## src/rtl/byte_assembler.sv

```systemverilog
// byte_assembler: collects a framed serial bit stream into one byte
// and pulses load_en so a downstream enabled register captures it.
// Ports:
//   clk, reset (sync, active-high)
//   start, bit_valid, bit_in : frame strobe and serial bit input
//   d_out[7:0], load_en      : byte and enable for downstream register
//   busy, frame_err          : frame in progress, parity failure pulse
// Optional parity check (9th bit, even parity) when
// BYTE_ASM_PARITY_EN is defined; otherwise frame_err is tied low.
module byte_assembler #(
  parameter bit MSB_FIRST = 1'b1
) (
  input  logic       clk,
  input  logic       reset,
  input  logic       start,
  input  logic       bit_valid,
  input  logic       bit_in,
  output logic [7:0] d_out,
  output logic       load_en,
  output logic       busy,
  output logic       frame_err
);

  typedef enum logic [2:0] {
    IDLE  = 3'd0,
    SHIFT = 3'd1,
    PAR   = 3'd2,
    LOAD  = 3'd3,
    ERR   = 3'd4
  } state_t;

  state_t     state, state_nxt;
  logic [2:0] cnt, cnt_nxt;
  logic [7:0] shreg, shreg_nxt;
  logic [7:0] d_q, d_nxt;
  logic [7:0] shifted;

  assign shifted = MSB_FIRST ? {shreg[6:0], bit_in}
                             : {bit_in, shreg[7:1]};

  always_ff @(posedge clk) begin
    if (reset) begin
      state <= IDLE;
      cnt   <= 3'd0;
      shreg <= 8'h00;
      d_q   <= 8'h00;
    end else begin
      state <= state_nxt;
      cnt   <= cnt_nxt;
      shreg <= shreg_nxt;
      d_q   <= d_nxt;
    end
  end

  always_comb begin
    state_nxt = state;
    cnt_nxt   = cnt;
    shreg_nxt = shreg;
    d_nxt     = d_q;
    unique case (state)
      IDLE: begin
        if (start) begin
          state_nxt = SHIFT;
          cnt_nxt   = 3'd0;
          shreg_nxt = 8'h00;
        end
      end
      SHIFT: begin
        if (start) begin
          cnt_nxt   = 3'd0;
          shreg_nxt = 8'h00;
        end else if (bit_valid) begin
          shreg_nxt = shifted;
          cnt_nxt   = cnt + 3'd1;
          if (cnt == 3'd7) begin
`ifdef BYTE_ASM_PARITY_EN
            state_nxt = PAR;
`else
            state_nxt = LOAD;
            d_nxt     = shifted;
`endif
          end
        end
      end
`ifdef BYTE_ASM_PARITY_EN
      PAR: begin
        if (start) begin
          state_nxt = SHIFT;
          cnt_nxt   = 3'd0;
          shreg_nxt = 8'h00;
        end else if (bit_valid) begin
          // 9-bit even parity: the extra bit must equal ^data
          if (bit_in == ^shreg) begin
            state_nxt = LOAD;
            d_nxt     = shreg;
          end else begin
            state_nxt = ERR;
          end
        end
      end
      ERR:  state_nxt = IDLE;
`endif
      LOAD: state_nxt = IDLE;
      default: state_nxt = IDLE;
    endcase
  end

  assign d_out   = d_q;
  assign load_en = (state == LOAD);
  assign busy    = (state == SHIFT) || (state == PAR);
`ifdef BYTE_ASM_PARITY_EN
  assign frame_err = (state == ERR);
`else
  assign frame_err = 1'b0;
`endif

endmodule

```

## config.mk

```make
export PLATFORM = sky130hd
export DESIGN_NAME = byte_assembler
export DESIGN_NICKNAME = d
export VERILOG_FILES = /design/src/rtl/byte_assembler.sv
export SDC_FILE = /design/constraint.sdc
export NUM_CORES = 1
export LEC_CHECK = 0
export BUFFER_PORTS_ARGS = -buffer_cell sky130_fd_sc_hd__buf_2
export CELL_PAD_IN_SITES_DETAIL_PLACEMENT = 1
export CELL_PAD_IN_SITES_GLOBAL_PLACEMENT = 2
export CORE_ASPECT_RATIO = 1.5
export CORE_MARGIN = 3
export CORE_UTILIZATION = 34
export CTS_CLUSTER_DIAMETER = 60
export DETAILED_ROUTE_END_ITERATION = 10
export PLACE_DENSITY_LB_ADDON = 0.05
export SETUP_SLACK_MARGIN = 0.15
export SYNTH_ARGS = -nofsm -noshare
export SYNTH_HDL_FRONTEND = slang
export SYNTH_SLANG_ARGS = --single-unit
```

## constraint.sdc

```tcl
create_clock -name clk -period 3.15 [get_ports clk]
set_input_delay 0.1575 -clock clk [delete_from_list [all_inputs] [get_ports clk]]
set_output_delay 0.1575 -clock clk [all_outputs]
set_load 0.1 [all_outputs]
```

# After elaboration in Yosys (flattened, before gate mapping)
# Cells that the tools add are included.
[op_classes]
addsub = 1
multipliers = 0
div = 0
order_cmp = 0
eq_ne = 9
shifts = 0
muxes = 13
bitwise_logic = 1
reduce_logical = 6
[ops]
columns = ["op", "count"]
rows = [
  ["$mux W3", 7],
  ["$mux W7", 3],
  ["$pmux W7 S2", 1],
  ["$pmux W3 S2", 2],
  ["$ne A2 B2 Y1 const B", 4],
  ["$reduce_and A4 Y1", 2],
  ["$eq A3 B2 Y1 const B", 2],
  ["$add A3 B1 Y3 const B", 1],
  ["$eq A3 B1 Y1 const B", 1],
  ["$eq A3 B3 Y1 const B", 1],
  ["$logic_not A3 Y1", 1],
  ["$ne A3 B3 Y1 const B", 1],
  ["$reduce_and A3 Y1", 1],
  ["$reduce_bool A2 Y1", 1],
  ["$logic_or A1 B1 Y1", 1],
  ["$not A1 Y1", 1],
]
[word_totals]
regBits = 21
latch_bits = 0
mem_bits_rw = 0
romBits = 0
out_inout_bits = 11
elab_cells = 34
n_memories = 0

# Longest topological paths before layout
[depth]
ltp_word = 5
ltp_mapped = 7

# Least setup slack after synthesis
# No wires, ideal clock.
[synth_path]
path_type = "register to register"
start = "register state[0]"
end = "register shreg[1]"
setup_time_ns = 0.117
arrival_ns = 1.336
slack_ns = 1.698
path_stages_with_launch = 7
path_buffers = 1
synth_period_minus_slack_ns = 1.452
cell_sequence = "dfxtp_1 -> inv_1 -> ha_1 -> nand2b_4 -> a21o_1 -> buf_2 -> a22o_1"
[synth_via]
elab_chain_len = 3
elab_cells_between_ends = 7
classes_between = "eq/ne (3); mux (1); reduce/logical (3)"
[synth_lines]
columns = ["item", "line_no", "rtl"]
rows = [
  ["start: declaration", "32", "state_t state, state_nxt;"],
  ["start signal: assignment", "48", "state <= state_nxt;"],
  ["$eq A3 B1 Y1 / $logic_not A3 Y1 (equally long branches)", "60", "unique case (state)"],
  ["$ne A3 B3 Y1 (no line) (tied with other cells)", "--", ""],
  ["$reduce_and A3 Y1 (no line)", "--", ""],
  ["end signal: assignment", "50", "shreg <= shreg_nxt;"],
  ["end: declaration", "34", "logic [7:0] shreg, shreg_nxt;"],
]
# Parallel ways exist; a longest one is shown, timed or not.
# A chain may end at the register's enable or synchronous reset.

# Worst setup path after layout
# Ends and elaborated chain as after synthesis.

==> impl_results.md <==
* # resized after CTS at 0
* Avg WL per Cell at ~13 um
* Vias/cell at around 5.2
* Multi-input combinational cell area at between 300 and 400 um^2
* Final setup fails at 0
* Largest net degree at the start of global routing at 15
* CTS tree: built
* Clk root buf: clkbuf_4
* RSZ-0062 raised after global routing: false
* Number of port buffers at 14
* Critical path class: reg2reg
* Post-synthesis cell type count at 25
* Hold WC Path Type: in2reg
* Starting density of the core at 0.368
* Post-Syn Instances at just under 90
* Cell taking the most area after synthesis: dfxtp_1
* Drt total wl at roughly 1700 um
* FF+latch area at approximately 400 um^2
* Crit path required time at 3.38 ns
* Avg Inst Size Synth at about 9.5 um^2
* Post-CTS setup buffers at 0
* First-pass GRT wire length at 2780 um
* Worst-path clk slew at 0.10 ns
* Die X at 46.6 um
* Status: finished clean
* Fin crit share at 0.513
* Crit path max fanout at 9
* Total grt overflow at 0
* Setup TNS at 0 ns
* Via count of the first global-routing pass at around 650
* Yosys reg bits at 20
* Top Ports at 16
* Vias at between 600 and 700
* Leak at between 0.4 and 0.5 nW
* Core area at about 2300 um^2
* Final #Nets at around 110
* Hold-fix buffers at CTS at 0
* Element type at the critical path end: register
* RePlAce Congestion at between 0.7 and 0.8
* Worst path slowest cell: nor4b_4
* Seq/Total Area, Yosys at 0.475
* Initial antenna violation count at 0
* Die height at about 67 um
* Clock Sinks at 20
* FMAX at about 620 MHz
* GR Util All Layers at 0.124
* DR pass1 iterations at 4
* Fraction of layout cells with a size suffix above 1 at 0.190
* Syn nets at roughly 100
* Hold Violations, Final at 0
* Detailed placement HPWL at 1260 um
* Worst path cell trace: inv_1 -> ha_1 -> nand2b_4 -> nor4b_4 -> a22o_1
* Final ANT Viol Nets at 0
* H-tree depth at 1
* Full die area at 3120 um^2
* ANT cells at 0
* CP Launch Type: register
* Syn. warnings at 0
* Clk_skew at about 0.0056 ns
* Fin. max-slew vios at 0
* Slowest stage delay, CP at ~0.44 ns
* Mapped Area at ~840 um^2
* Fillers at around 290
* Top post-synthesis cells by area: dfxtp_1, a22o_1, nand2_1
* CTS Buf Count at 3
* Tmin final at 1.62 ns
* CTS Buffer Depth at 2
* PwrDens at 484 nW/um^2
* Max Cap Viol at 0
* Cell row count at 21
* Clk_lat worst skew at ~0.29 ns
* Drt drc at 0
* Layout overhead on the synthesized area at 10.7%
* WP data arrival at 1.85 ns
* Number of DRC markers in iteration 0 at 15
* Hold Slack at approximately 0.10 ns
* Post-synth top area share at 0.475
* Max VDD drop at between 0.2 and 0.25 mV
[layout make-up]
cell class	instances	area share
Multi-Input combinational cell	60	0.428
Tap cell	23	0.0309
Clock buffer	3	0.0242
Sequential cell	20	0.430
Inverter	3	0.0121
Timing Repair Buffer	14	0.0752
[registers in the layout, indices dropped and copies added (netlist names)]
signal,cells
cnt,3
d_out,8
shreg,7
state,2
[report_power, final]
group	internal [mW]	switching, mW
registers	0.256	0.00315
clock network	0.0444	0.0695
logic	0.0218	0.0561
[worst max-delay path, delay by kind of cell, from the launching register on]
kind | cells | cell delay [ns]
and+or+nand+nor | 2 | 0.63
DFF | 1 | 0.39
AOI/OAI and AO/OA | 1 | 0.20
buffers and inverters | 1 | 0.07
adders and majority gates | 1 | 0.28
[cells in the mapped netlist (all sizes together)]
cell type,instances
nand2,17
a22o,9
nor3b,1
a21o,1
dfxtp,20
clkbuf,1
conb,1
a21oi,10
buf,5
inv,3
o311ai,1
o311a,1
nand4b,1
nor4b,1
nand4,1
nor3,1
o21ai,1
ha,5
nor2,4
nor2b,1
and4b,1
nand2b,2
a31oi,1
[cell families after synthesis]
kind of cell | count (synthesis) | synth area share
and+or+nand+nor | 30 | 0.198
AOI/OAI and AO/OA | 24 | 0.198
DFF | 20 | 0.475
buffers and inverters | 9 | 0.0505
adders and majority gates | 5 | 0.0743
other | 1 | 0.00445
[placed cells by master (no fill, tap or decap), types with 3 or more instances in the layout]
cell / n
dfxtp_1: 20
nand2_1: 17
buf_2: 14
a21oi_1: 10
a22o_1: 9
ha_1: 5
nor2_1: 4
inv_1: 3
clkbuf_4: 3
[through the flow]
step	setup slack, ns	utilization	area (um^2)	total power [mW]	std cells
2_1_floorplan	1.70	-	842	0.333	89
3_3_place_gp	1.55	0.398	910	0.342	120
3_5_place_dp	1.52	0.398	910	0.343	120
4_1_cts	1.51	0.408	932	0.462	123
5_1_grt	1.39	0.408	932	0.476	123
6_report	1.53	0.408	932	0.451	123
[worst paths after layout]
kind / start / end / slack [ns] / cells after the start
worst min register to register: d_out[4]$_SDFFE_PP0P_ / d_out[4]$_SDFFE_PP0P_ / 0.46 / 2
worst max register to register: state[0]$_SDFFE_PP0P_ / shreg[1]$_SDFFE_PP0P_ / 1.53 / 5
worst max-delay path: state[0]$_SDFFE_PP0P_ / shreg[1]$_SDFFE_PP0P_ / 1.53 / 5
worst min-delay path: bit_in / shreg[0]$_SDFFE_PP0P_ / 0.10 / 2
[per-layer routing]
| layer | up-vias | global-route usage | wire, um |
|---|---|---|---|
| met5 | - | 0 | 0 |
| met4 | 0 | 0.0623 | 17 |
| met3 | 2 | 0.0162 | 58 |
| met2 | 11 | 0.219 | 858 |
| met1 | 298 | 0.138 | 718 |
| li1 | 331 | - | - |
Note: power is estimated with default switching activity, not from simulation.
